<file path="src/rtl/reset_sequencer.sv">
// ============================================================================
// Module   : reset_sequencer
// Synchronises raw reset release, holds, then releases NUM_OUTS domains in turn.
// Revision : 1.0
// ============================================================================
`default_nettype none

module reset_sequencer #(
  parameter int SYNC_STAGES    = 2,
  parameter int HOLD_CYCLES    = 16,
  parameter int NUM_OUTS       = 3,
  parameter int STAGGER_CYCLES = 4,
  parameter int CNT_W          = 8
) (
  input  logic                clk,
  input  logic                rst,
  input  logic                soft_rst_req,
  output logic [NUM_OUTS-1:0] rst_out_n,
  output logic                seq_done,
  output logic                busy
);

  if (SYNC_STAGES < 2 || SYNC_STAGES > 4) begin : g_bad_sync
    $fatal(1, "reset_sequencer: SYNC_STAGES must be 2..4");
  end
  if (HOLD_CYCLES < 1) begin : g_bad_hold
    $fatal(1, "reset_sequencer: HOLD_CYCLES must be >= 1");
  end
  if (NUM_OUTS < 1 || NUM_OUTS > 8) begin : g_bad_outs
    $fatal(1, "reset_sequencer: NUM_OUTS must be 1..8");
  end
  if (STAGGER_CYCLES < 1) begin : g_bad_stagger
    $fatal(1, "reset_sequencer: STAGGER_CYCLES must be >= 1");
  end
  if (CNT_W < 1 || CNT_W > 30 ||
      HOLD_CYCLES > (1 << CNT_W) - 1 || STAGGER_CYCLES > (1 << CNT_W) - 1) begin : g_bad_cnt
    $fatal(1, "reset_sequencer: CNT_W too narrow for HOLD_CYCLES/STAGGER_CYCLES");
  end

  typedef enum logic [1:0] {
    ST_RESET   = 2'd0,
    ST_HOLD    = 2'd1,
    ST_RELEASE = 2'd2,
    ST_RUN     = 2'd3
  } state_t;

  localparam logic [CNT_W-1:0]    HOLD_LAST    = CNT_W'(HOLD_CYCLES - 1);
  localparam logic [CNT_W-1:0]    STAGGER_LAST = CNT_W'(STAGGER_CYCLES - 1);
  localparam logic [NUM_OUTS-1:0] FIRST_REL    = NUM_OUTS'(1);

  state_t                state;
  state_t                state_nxt;
  logic [CNT_W-1:0]      cnt;
  logic [CNT_W-1:0]      cnt_nxt;
  logic [NUM_OUTS-1:0]   out_nxt;
  logic [NUM_OUTS-1:0]   rel_shift;
  logic [SYNC_STAGES-1:0] sync;
  logic                  sync_ok;

  // Reset assertion is asynchronous; release only ever comes through the chain.
  always_ff @(posedge clk or negedge rst) begin
    if (!rst) begin
      sync <= '0;
    end else begin
      sync <= {sync[SYNC_STAGES-2:0], 1'b1};
    end
  end

  assign sync_ok = sync[SYNC_STAGES-1];

  always_ff @(posedge clk or negedge rst) begin
    if (!rst) begin
      state     <= ST_RESET;
      cnt       <= '0;
      rst_out_n <= '0;
    end else begin
      state     <= state_nxt;
      cnt       <= cnt_nxt;
      rst_out_n <= out_nxt;
    end
  end

  // Releases are contiguous from bit 0, so the next one is a shift-in of a 1.
  assign rel_shift = NUM_OUTS'({rst_out_n, 1'b1});

  always_comb begin
    state_nxt = state;
    cnt_nxt   = cnt;
    out_nxt   = rst_out_n;
    unique case (state)
      ST_RESET: begin
        if (sync_ok) begin
          state_nxt = ST_HOLD;
          cnt_nxt   = '0;
        end
      end
      ST_HOLD: begin
        if (soft_rst_req) begin
          cnt_nxt = '0;
          out_nxt = '0;
        end else if (cnt == HOLD_LAST) begin
          cnt_nxt   = '0;
          out_nxt   = FIRST_REL;
          state_nxt = (&FIRST_REL) ? ST_RUN : ST_RELEASE;
        end else begin
          cnt_nxt = cnt + CNT_W'(1);
        end
      end
      ST_RELEASE: begin
        if (soft_rst_req) begin
          state_nxt = ST_HOLD;
          cnt_nxt   = '0;
          out_nxt   = '0;
        end else if (cnt == STAGGER_LAST) begin
          cnt_nxt = '0;
          out_nxt = rel_shift;
          if (&rel_shift) begin
            state_nxt = ST_RUN;
          end
        end else begin
          cnt_nxt = cnt + CNT_W'(1);
        end
      end
      ST_RUN: begin
        if (soft_rst_req) begin
          state_nxt = ST_HOLD;
          cnt_nxt   = '0;
          out_nxt   = '0;
        end
      end
      default: begin
        state_nxt = ST_RESET;
        cnt_nxt   = '0;
        out_nxt   = '0;
      end
    endcase
  end

  assign busy     = (state == ST_HOLD) || (state == ST_RELEASE);
  assign seq_done = (state == ST_RUN);

endmodule

`default_nettype wire

</file>
<file path="config.mk">
export PLATFORM = sky130hd
export DESIGN_NAME = reset_sequencer
export DESIGN_NICKNAME = d
export VERILOG_FILES = /design/src/rtl/reset_sequencer.sv
export SDC_FILE = /design/constraint.sdc
export NUM_CORES = 1
export LEC_CHECK = 0
export ABC_AREA = 1
export ABC_CLOCK_PERIOD_IN_PS = 1400
export CAP_MARGIN = 10
export CORE_MARGIN = 8
export CORE_UTILIZATION = 31
export CTS_BUF_LIST = sky130_fd_sc_hd__clkbuf_8
export CTS_CLUSTER_SIZE = 16
export DETAILED_ROUTE_END_ITERATION = 7
export DONT_BUFFER_PORTS = 1
export PLACE_DENSITY = 0.51
export SLEW_MARGIN = 10
export SYNTH_ARGS = -nofsm -noshare
export SYNTH_HDL_FRONTEND = slang
export SYNTH_SLANG_ARGS = --single-unit
export TNS_END_PERCENT = 10
</file>
<file path="constraint.sdc">
create_clock -name clk -period 1.4 [get_ports clk]
set_input_delay 0 -clock clk [delete_from_list [all_inputs] [get_ports clk]]
set_output_delay 0 -clock clk [all_outputs]
set_load 0.05 [all_outputs]
</file>
* Word-level counts from Yosys, hierarchy flattened
Cells that the tools add are included.
Operators by class: equal/unequal tests 12, add/sub/neg operators 1, reduce and logical (&&, ||, !) cells 7, multiplexer cells 21
Operator list (count):
- $mux 8 | 6
- $pmux 8 s4 | 1
- $mux 3 | 5
- $mux 2 | 7
- $ne 3x3->1 const B | 3
- $pmux 3 s3 | 1
- $add 8x1->8 const B | 1
- $eq 8x2->1 const B | 1
- $eq 8x4->1 const B | 1
- $ne 2x2->1 const B | 4
- $pmux 2 s4 | 1
- $reduce_and 6->1 | 1
- $eq 2x2->1 const B | 2
- $reduce_and 2->1 | 2
- $reduce_and 4->1 | 1
- $reduce_bool 3->1 | 1
- $eq 2x1->1 const B | 1
- $logic_not 2->1 | 1
- $logic_or 1x1->1 | 1
Storage, ports and cells: register bits 15, input bits 3, word-level logic and storage cells 45

* Logic depth before layout (Yosys ltp)
Gate-level depths: netlist of the first run.
word-level depth 5, depth in mapped cells 10, gate-level depth less buffers 10

* Worst setup path before layout of the first run
Ideal clock, no wire load.
kind register -> register, start point register state[0], end point register cnt[6], arrival 1668 ps, slack -333 ps, setup time 65 ps, cell stages (with the launch flop) 9, period minus slack after synthesis 1733 ps, data required time 1335 ps, cell sequence dfrtp_1 -> inv_1 -> ha_1 -> inv_1 -> nor2_4 -> inv_1 -> nor3_1 -> nand2_1 -> nand2_1
On the way: longest elaborated chain between the ends 3
RTL lines:
- start: declaration | line 51 | state_t state;
- start signal: assignment | line 77 | state <= state_nxt;
- $eq 2x2->1 / $logic_not 2->1 (equally long branches) | line 90 | unique case (state)
- $ne 2x2->1 (no source line)
- $reduce_and 2->1 (no source line)
- end signal: assignment | line 78 | cnt <= cnt_nxt;
- end: declaration | line 53 | logic [CNT_W-1:0] cnt;
Several ways; a longest one is shown, not always the timed one. A chain may end at the register's enable or synchronous reset.

* Worst setup path in the final report of the first run
start point register state[0], end point register cnt[4]
The elaborated chain is that of the path after synthesis.

==> flow_summary.html, run 1 <==
<table>
<tr><th>Metric</th><th>Value</th></tr>
<tr><th colspan="2">Floorplan</th></tr>
<tr><td>Core area</td><td>2950 µm²</td></tr>
<tr><td>Effective utilization at floorplan</td><td>0.313</td></tr>
<tr><td>Die footprint</td><td>4980 µm²</td></tr>
<tr><td>Die width</td><td>70.6 µm</td></tr>
<tr><td># rows</td><td>20</td></tr>
<tr><td>Number of top-level pins</td><td>8</td></tr>
<tr><td>Height of the chip</td><td>70.6 µm</td></tr>
<tr><th colspan="2">Yosys</th></tr>
<tr><td>Share of the synthesized area in the top cell type</td><td>0.407</td></tr>
<tr><td>Syn. warnings</td><td>0</td></tr>
<tr><td>Top-count cell post-synth</td><td>sky130_fd_sc_hd__nand2_1</td></tr>
<tr><td>Synth Cell Area</td><td>923 µm²</td></tr>
<tr><td>Async set or reset register ratio after synthesis</td><td>1.00</td></tr>
<tr><td>Count of mapped cells out of synthesis</td><td>between 100 and 150</td></tr>
<tr><td>Main synth FF type</td><td>sky130_fd_sc_hd__dfrtp_1</td></tr>
<tr><td>Number of distinct library cell variants in the gate-level netlist after synthesis</td><td>23</td></tr>
<tr><td>Number of enable-type register cells in the synthesized netlist</td><td>0</td></tr>
<tr><td>Largest cells by area after synthesis</td><td>sky130_fd_sc_hd__dfrtp_1 (41%), sky130_fd_sc_hd__nand2_1 (16%), sky130_fd_sc_hd__ha_1 (8.1%)</td></tr>
<tr><td>Proportion of synthesized chip area in sequential cells</td><td>0.407</td></tr>
<tr><td>Most frequent cells after synthesis</td><td>sky130_fd_sc_hd__nand2_1 (39), sky130_fd_sc_hd__dfrtp_1 (15), sky130_fd_sc_hd__nor2_1 (14)</td></tr>
<tr><td>Mapped Nets</td><td>131</td></tr>
<tr><td>Average size of a mapped cell</td><td>approximately 7.6 µm²</td></tr>
<tr><td>Flops &amp; latches, synth</td><td>15</td></tr>
<tr><td>Library cell occupying the most area in the post-synthesis netlist</td><td>sky130_fd_sc_hd__dfrtp_1</td></tr>
<tr><th colspan="2">Global routing</th></tr>
<tr><td>Via count of the first global-routing pass</td><td>around 870</td></tr>
<tr><td>First-pass GRT wire length</td><td>3820 µm</td></tr>
<tr><td>Antenna violations before repair</td><td>0</td></tr>
<tr><td>Maximum number of pins on one net before global-route repair</td><td>16</td></tr>
<tr><td>Total global routing track utilization</td><td>0.0965</td></tr>
<tr><td>Overflow left after global routing</td><td>0</td></tr>
<tr><th colspan="2">Clock network</th></tr>
<tr><td>Clock root buffer master</td><td>sky130_fd_sc_hd__clkbuf_8</td></tr>
<tr><td>Clock Pin Slew Worst Setup and Hold Paths</td><td>0.07 ns</td></tr>
<tr><td>Insertion delay to the later sink of the worst-skew pair</td><td>0.25 ns</td></tr>
<tr><td>TritonCTS clock tree</td><td>done</td></tr>
<tr><td>Max H-tree Level</td><td>1</td></tr>
<tr><td>Clock Tree Buf Depth</td><td>2</td></tr>
<tr><td>Num CTS Buffers</td><td>3</td></tr>
<tr><td>Count of clock tree sinks</td><td>15</td></tr>
<tr><th colspan="2">Route</th></tr>
<tr><td>Initial drt markers</td><td>17</td></tr>
<tr><td>Remaining antenna violation count after routing</td><td>0</td></tr>
<tr><td>Number of design rule violations left after detail routing</td><td>0</td></tr>
<tr><td>Final Routed Wirelength</td><td>~2500 µm</td></tr>
<tr><td>Via count</td><td>roughly 900</td></tr>
<tr><td>Via-per-instance ratio</td><td>4.58</td></tr>
<tr><td>Average wire per standard cell</td><td>12.5 µm</td></tr>
<tr><td>TritonRoute pass-1 iters</td><td>4</td></tr>
<tr><th colspan="2">Finish</th></tr>
<tr><td>Fillers</td><td>between 200 and 300</td></tr>
<tr><td>Net count reported at finish</td><td>174</td></tr>
<tr><td>Flip-flop and latch area</td><td>378 µm²</td></tr>
<tr><td>Area grow syn2layout</td><td>66.3%</td></tr>
<tr><td>Final instance count without filler cells</td><td>197</td></tr>
<tr><td>Area occupied by multi-input gates</td><td>692 µm²</td></tr>
<tr><td>Layout cells sized above 1</td><td>0.543</td></tr>
<tr><td>Antenna diode count</td><td>0</td></tr>
<tr><th colspan="2">Timing</th></tr>
<tr><td>Maximum operating frequency</td><td>719 MHz</td></tr>
<tr><td>Final Hold Vio Count</td><td>0</td></tr>
<tr><td>Count of pins over their slew limit</td><td>0</td></tr>
<tr><td>Worst Setup Slack, final</td><td>between 0.008 and 0.009 ns</td></tr>
<tr><td>Final critical-path required period</td><td>1.39 ns</td></tr>
<tr><td>Final-report setup violation count</td><td>0</td></tr>
<tr><td>Worst slew pin tran</td><td>0.700 ns</td></tr>
<tr><td>Max transition margin</td><td>0.532</td></tr>
<tr><td>RSZ-0062 raised after global routing</td><td>yes</td></tr>
<tr><td>Share of the clock period used by the worst path</td><td>0.994</td></tr>
<tr><td>Final Hold Slack</td><td>0.0982 ns</td></tr>
<tr><td>Clock Skew</td><td>0.00225 ns</td></tr>
<tr><th colspan="2">Critical path</th></tr>
<tr><td>Crit-path max cell delay</td><td>0.48 ns</td></tr>
<tr><td>Data arrival time of the critical path</td><td>about 1.5 ns</td></tr>
<tr><td>Critical Path RT</td><td>~1.5 ns</td></tr>
<tr><td>Setup slack of the worst register-to-register path</td><td>0.009 ns</td></tr>
<tr><td>Critical path cell sequence</td><td>ha_4 -&gt; nand2_4 -&gt; nand2_8 -&gt; buf_4 -&gt; nor2_2 -&gt; xnor2_1 -&gt; a21oi_2</td></tr>
<tr><td>Largest driver fanout on the critical path</td><td>5</td></tr>
<tr><td>Startpoint kind of the worst setup timing path</td><td>flip-flop</td></tr>
<tr><td>Type of the setup path with the least slack</td><td>reg -&gt; reg</td></tr>
<tr><td>Critical path's slowest cell</td><td>sky130_fd_sc_hd__dfrtp_2</td></tr>
<tr><td>Largest delay share family, worst path</td><td>flip-flops</td></tr>
<tr><td>Combined buffer and inverter count along the critical path</td><td>1</td></tr>
<tr><td>Worst setup EP type</td><td>flip-flop</td></tr>
<tr><th colspan="2">Flow run</th></tr>
<tr><td>Maxcap violations</td><td>0</td></tr>
<tr><th colspan="2">Placement</th></tr>
<tr><td>Worst slack at placement</td><td>-0.112 ns</td></tr>
<tr><td>Detail Placement HPWL</td><td>1700 µm</td></tr>
<tr><td>Input/output buffers</td><td>0</td></tr>
<tr><td>Placed instance count</td><td>183</td></tr>
<tr><td>Final weighted congestion in routability-driven placement</td><td>0.808</td></tr>
<tr><th colspan="2">Power</th></tr>
<tr><td>Power per unit of standard cell area</td><td>1750 nW/µm²</td></tr>
<tr><td>Maximum VDD drop</td><td>1.06 mV</td></tr>
<tr><td>Static Leak</td><td>0.000717 µW</td></tr>
<tr><td>Overall power consumption</td><td>2690 µW</td></tr>
<tr><th colspan="2">Outcome</th></tr>
<tr><td>Result of the run</td><td>completed</td></tr>
<tr><th colspan="2">Min path</th></tr>
<tr><td>Tightest Hold Check Type</td><td>in -&gt; reg</td></tr>
</table>
## cell usage in the layout (no fill, tap or decap), types with 3 or more instances in the layout
cell / Yosys / final
sky130_fd_sc_hd__inv_4: 0 / 5
sky130_fd_sc_hd__nor2_4: 1 / 4
sky130_fd_sc_hd__xnor2_1: 3 / 3
sky130_fd_sc_hd__a21oi_2: 0 / 4
sky130_fd_sc_hd__buf_4: 0 / 32
sky130_fd_sc_hd__nand2_1: 39 / 30
sky130_fd_sc_hd__buf_6: 0 / 4
sky130_fd_sc_hd__nor2_1: 14 / 6
sky130_fd_sc_hd__nand2_4: 1 / 4
sky130_fd_sc_hd__clkbuf_8: 0 / 3
sky130_fd_sc_hd__nand2_2: 1 / 6
sky130_fd_sc_hd__a21oi_1: 8 / 4
sky130_fd_sc_hd__ha_4: 0 / 5
sky130_fd_sc_hd__inv_1: 12 / 6
sky130_fd_sc_hd__dfrtp_1: 15 / 13
sky130_fd_sc_hd__nor2_2: 1 / 6
sky130_fd_sc_hd__nand3_1: 5 / 3
sky130_fd_sc_hd__o21ai_1: 4 / 3
## registers in the layout, indices dropped and copies added (netlist names)
register / cells
rst_out_n: 3
sync: 2
cnt: 8
state: 2
## metrics by stage
step	util	area [µm²]	TNS (ns)
floorplan	-	952	0
CTS	0.466	1380	-0.00359
global placement	0.408	1200	-0.509
detailed placement	0.408	1200	-1.08
global route	0.520	1540	-0.349
finish	0.520	1540	0
## worst register-to-register path: cells and delay by family, from the launching register on
family / cells / cell delay, ns
compound gates: 1 / 0.04
xor+xnor: 1 / 0.14
fa+ha+maj: 1 / 0.21
buf+inv: 1 / 0.15
flops: 1 / 0.48
simple gates: 3 / 0.26
## path summary, 6_finish.rpt
path	startpoint	to	cells past startpoint
max	state[0]	cnt[4]	7
min	soft_rst_req	cnt[5]	5
max in group asynchronous	rst	state[0]	1
min reg2reg	sync[0]	sync[1]	0
max reg2reg	state[0]	cnt[4]	7
min in group asynchronous	rst	state[1]	1
## cell families (layout without fill, tap and decap cells)
group	Yosys count	in the layout	synth area share
AND/OR/NAND/NOR	66	66	0.310
AO/OA/AOI/OAI	17	17	0.107
flip-flops	15	15	0.407
buffers and inverters	14	56	0.0623
adder cells (fa/ha/maj)	6	6	0.0813
XOR/XNOR	3	3	0.0285
other	1	1	0.00406
## power breakdown
group | internal [µW] | total [µW] | switching, µW
Clock | 197 | 363 | 166
Combinational | 791 | 1730 | 944
Sequential | 503 | 593 | 90.2
Total | 1490 | 2690 | 1200
## cell type report
class	instances	share of cell area
multi-input cells	93	0.451
flip-flops and latches	15	0.246
repair buffers	38	0.199
inverters	14	0.0473
clock buffers	3	0.0269
well taps	33	0.0269
clock inverters	1	0.00326
## per-layer routing
metal	share of wire	GRT usage	wire length, µm	vias up
li1	-	-	-	469
met1	0.45	0.113	1100	421
met2	0.51	0.159	1260	10
met3	0.038	0.0381	93	2
met4	0.0057	0.0277	14	0
met5	0	0	0	-
## timing repair
action | CTS | global route
hold endpoints to repair | 17 | 0
setup endpoints to repair | 12 | 12
setup buffers | 4 | 4
hold buffers | 2 | 0
pin swaps | 7 | 16
resized for setup | 20 | 36
(Power assumes the default switching activity.)
==> run 2: changes to the inputs <==
Settings changed: ABC_CLOCK_PERIOD_IN_PS 1400 to 1300, PLACE_DENSITY 0.51 to 0.5, RECOVER_POWER from default to 100.
Clock period 1.4 ns to 1.3 ns, I/O delays scaled along.
==> run 2 against run 1 <==
The flow now finishes with violations (negative setup slack). Global-route usage increased by 0.42 points. Flip-flop and latch count unchanged. First-iteration DRC count increased by 41%. Register-to-register slack got worse by 0.07 ns. Routed wire length decreased by 6.0%. Worst setup slack got worse by 0.067 ns. Clock power increased by 7.4%. Sequential power increased by 6.4%. Critical path type unchanged. Largest cell class unchanged. Highest routed layer unchanged.
==> flow_summary.html, run 2 (same netlist as run 1, synthesis figures left out) <==
<table>
<tr><th>Metric</th><th>Value</th></tr>
<tr><th colspan="2">Outcome</th></tr>
<tr><td>Result of the run</td><td>finished, violations left</td></tr>
<tr><td>Violated checks</td><td>negative setup slack</td></tr>
<tr><th colspan="2">Finish</th></tr>
<tr><td>Area occupied by multi-input gates</td><td>663 µm² (-4.2%)</td></tr>
<tr><td>Net count reported at finish</td><td>161 (-7.5%)</td></tr>
<tr><td>Largest register FFs</td><td>8 (unchanged)</td></tr>
<tr><td>Flip-flop and latch area</td><td>378 µm² (unchanged)</td></tr>
<tr><td>Registers with the highest flip-flop counts</td><td>cnt x8, rst_out_n x3</td></tr>
<tr><td>Antenna diode count</td><td>0 (unchanged)</td></tr>
<tr><td>Reg with most FFs</td><td>cnt</td></tr>
<tr><td>Most frequent cells in the layout</td><td>sky130_fd_sc_hd__nand2_1 (30), sky130_fd_sc_hd__buf_4 (18), sky130_fd_sc_hd__dfrtp_1 (13), sky130_fd_sc_hd__nor2_1 (10), sky130_fd_sc_hd__inv_1 (7)</td></tr>
<tr><td>Area grow syn2layout</td><td>51.5%</td></tr>
<tr><td>Commonest non-fill, non-tap cell in the layout</td><td>sky130_fd_sc_hd__nand2_1</td></tr>
<tr><td>Fillers</td><td>275 (+3.0%)</td></tr>
<tr><td>Layout cells sized above 1</td><td>0.437 (-0.106)</td></tr>
<tr><td>Final instance count without filler cells</td><td>184 (-6.6%)</td></tr>
<tr><td>Cell area after layout</td><td>1400 µm² (-8.9%)</td></tr>
<tr><th colspan="2">Critical path</th></tr>
<tr><td>Critical path cell sequence</td><td>inv_4 -&gt; ha_4 -&gt; nand2_4 -&gt; nand2_8 -&gt; inv_8 -&gt; buf_4 -&gt; buf_4 -&gt; a21oi_1</td></tr>
<tr><td>Worst setup EP type</td><td>flip-flop</td></tr>
<tr><td>Setup crit start</td><td>state[0]</td></tr>
<tr><td>Type of the setup path with the least slack</td><td>reg -&gt; reg</td></tr>
<tr><td>Worst path most repeated cell</td><td>sky130_fd_sc_hd__buf_4</td></tr>
<tr><td>Largest driver fanout on the critical path</td><td>5 (unchanged)</td></tr>
<tr><td>Data arrival time of the critical path</td><td>1.54 ns (about the same)</td></tr>
<tr><td>Reg2reg start</td><td>state[0]</td></tr>
<tr><td>Critical path's slowest cell</td><td>sky130_fd_sc_hd__dfrtp_2</td></tr>
<tr><td>Crit-path max cell delay</td><td>0.47 ns (about the same)</td></tr>
<tr><td>Startpoint kind of the worst setup timing path</td><td>flip-flop</td></tr>
<tr><td>Critical Path RT</td><td>1.48 ns (-0.06 ns)</td></tr>
<tr><th colspan="2">Clock network</th></tr>
<tr><td>Max H-tree Level</td><td>1 (unchanged)</td></tr>
<tr><td>Count of clock tree sinks</td><td>15 (unchanged)</td></tr>
<tr><td>Insertion delay to the later sink of the worst-skew pair</td><td>0.25 ns (about the same)</td></tr>
<tr><td>Num CTS Buffers</td><td>3 (unchanged)</td></tr>
<tr><td>Clock root buffer master</td><td>sky130_fd_sc_hd__clkbuf_8</td></tr>
<tr><td>Clock Tree Buf Depth</td><td>2 (unchanged)</td></tr>
<tr><td>Clock Pin Slew Worst Setup and Hold Paths</td><td>0.07 ns (about the same)</td></tr>
<tr><td>TritonCTS clock tree</td><td>done</td></tr>
<tr><th colspan="2">Global routing</th></tr>
<tr><td>Maximum number of pins on one net before global-route repair</td><td>16 (unchanged)</td></tr>
<tr><td>Via count of the first global-routing pass</td><td>882 (+1.6%)</td></tr>
<tr><td>First-pass GRT wire length</td><td>3970 µm (+3.8%)</td></tr>
<tr><td>Total global routing track utilization</td><td>0.101 (+0.00422)</td></tr>
<tr><td>Overflow left after global routing</td><td>0 (unchanged)</td></tr>
<tr><td>Antenna violations before repair</td><td>0 (unchanged)</td></tr>
<tr><th colspan="2">Placement</th></tr>
<tr><td>Final weighted congestion in routability-driven placement</td><td>0.873 (+8.1%)</td></tr>
<tr><td>Worst slack at placement</td><td>-0.200 ns (-0.0880 ns)</td></tr>
<tr><td>Detail Placement HPWL</td><td>1670 µm (-2.2%)</td></tr>
<tr><td>Placed instance count</td><td>175 (-4.4%)</td></tr>
<tr><td>Cell area reported after detailed placement</td><td>1180 µm² (-2.1%)</td></tr>
<tr><td>Input/output buffers</td><td>0 (unchanged)</td></tr>
<tr><th colspan="2">Timing</th></tr>
<tr><td>RSZ-0062 raised after global routing</td><td>yes</td></tr>
<tr><td>Final Hold Vio Count</td><td>0 (unchanged)</td></tr>
<tr><td>Final critical-path required period</td><td>1.36 ns (-0.0329 ns)</td></tr>
<tr><td>Maximum operating frequency</td><td>736 MHz (+2.4%)</td></tr>
<tr><td>Clock Skew</td><td>0.00422 ns (+0.00197 ns)</td></tr>
<tr><td>Worst slew pin tran</td><td>0.698 ns (-0.00194 ns)</td></tr>
<tr><td>Worst Setup Slack, final</td><td>-0.0582 ns (-0.0671 ns)</td></tr>
<tr><td>Share of the clock period used by the worst path</td><td>1.04 (+0.0511)</td></tr>
<tr><td>Count of pins over their slew limit</td><td>0 (unchanged)</td></tr>
<tr><td>Final Hold Slack</td><td>0.0153 ns (-0.0830 ns)</td></tr>
<tr><td>Max transition margin</td><td>0.533 (+0.00130)</td></tr>
<tr><td>Final-report setup violation count</td><td>11 (+11)</td></tr>
<tr><th colspan="2">Route</th></tr>
<tr><td>Final Routed Wirelength</td><td>2320 µm (-6.0%)</td></tr>
<tr><td>TritonRoute pass-1 iters</td><td>4 (unchanged)</td></tr>
<tr><td>Remaining antenna violation count after routing</td><td>0 (unchanged)</td></tr>
<tr><td>Average wire per standard cell</td><td>12.6 µm (+0.60%)</td></tr>
<tr><td>Initial drt markers</td><td>24 (+7)</td></tr>
<tr><td>Number of design rule violations left after detail routing</td><td>0 (unchanged)</td></tr>
<tr><td>Via-per-instance ratio</td><td>4.66 (+1.8%)</td></tr>
<tr><td>Via count</td><td>858 (-4.9%)</td></tr>
<tr><th colspan="2">Power</th></tr>
<tr><td>Power per unit of standard cell area</td><td>1920 nW/µm² (+9.3%)</td></tr>
<tr><td>Static Leak</td><td>0.000648 µW (-9.7%)</td></tr>
<tr><td>Maximum VDD drop</td><td>0.724 mV (-32%)</td></tr>
<tr><th colspan="2">Floorplan</th></tr>
<tr><td>Die footprint</td><td>4980 µm² (unchanged)</td></tr>
<tr><td>Die width</td><td>70.6 µm (unchanged)</td></tr>
<tr><td>Number of top-level pins</td><td>8 (unchanged)</td></tr>
<tr><td>Core area</td><td>2950 µm² (unchanged)</td></tr>
<tr><td>Effective utilization at floorplan</td><td>0.313 (unchanged)</td></tr>
<tr><td>Height of the chip</td><td>70.6 µm (unchanged)</td></tr>
<tr><td># rows</td><td>20 (unchanged)</td></tr>
<tr><th colspan="2">Min path</th></tr>
<tr><td>Hold_sp</td><td>soft_rst_req</td></tr>
<tr><td>Tightest Hold Check Type</td><td>in -&gt; reg</td></tr>
<tr><th colspan="2">Flow run</th></tr>
<tr><td>Maxcap violations</td><td>0 (unchanged)</td></tr>
</table>
## run 2: timing repair
action / 4_1_cts / 5_1_grt
buffers inserted: 2 / 1
endpoints found under the hold margin: 16 / 0
gates resized for setup: 14 / 21
pin swaps: 4 / 9
hold buffers: 2 / 0
setup endpoints to repair: 14 / 14
## run 2: metrics by stage
step                 util  power (µW)  TNS (ns)
floorplan               -        1550    -0.101
global placement    0.399        1890     -1.43
detailed placement  0.399        1890     -1.46
CTS                 0.445        2490    -0.544
global route        0.474        2870     -1.41
finish              0.474        2680    -0.392
## run 2: critical path, delay by kind of cell, from the launching register on
kind                       cells  cell delay (ns)
buffers and inverters          4             0.39
and+or+nand+nor                2             0.16
DFF                            1             0.47
AOI/OAI and AO/OA              1             0.12
adders and majority gates      1             0.14
## run 2: area by class of cell
cell class | instances | area share
Multi-Input combinational cell | 93 | 0.474
Clock inverter | 1 | 0.00268
Clock buffer | 3 | 0.0295
Tap cell | 33 | 0.0295
Timing Repair Buffer | 25 | 0.144
Inverter | 14 | 0.0501
Sequential cell | 15 | 0.270
## run 2: layer usage
metal	vias up	share of wire	routed length [µm]	global-route usage
li1	438	-	-	-
met1	400	0.43	998	0.114
met2	13	0.50	1150	0.162
met3	7	0.042	97	0.0268
met4	0	0.029	68	0.0693
met5	-	0	0	0
## run 2: power breakdown
part | switching [µW] | internal, µW | total [µW] | leakage [µW]
sequential | 90.1 | 541 | 631 | 0.000197
clock | 181 | 210 | 390 | 0.0000269
combinational | 961 | 698 | 1660 | 0.000424
total | 1230 | 1450 | 2680 | 0.000648
## run 2: final timing paths
path	end	slack, ns	cells past startpoint
max	cnt[4]	-0.06	8
min	cnt[0]	0.02	3
max reg2reg	cnt[4]	-0.06	8
min reg2reg	sync[1]	0.36	0
max in group asynchronous	state[0]	0.58	1
min in group asynchronous	rst_out_n[1]	0.23	1
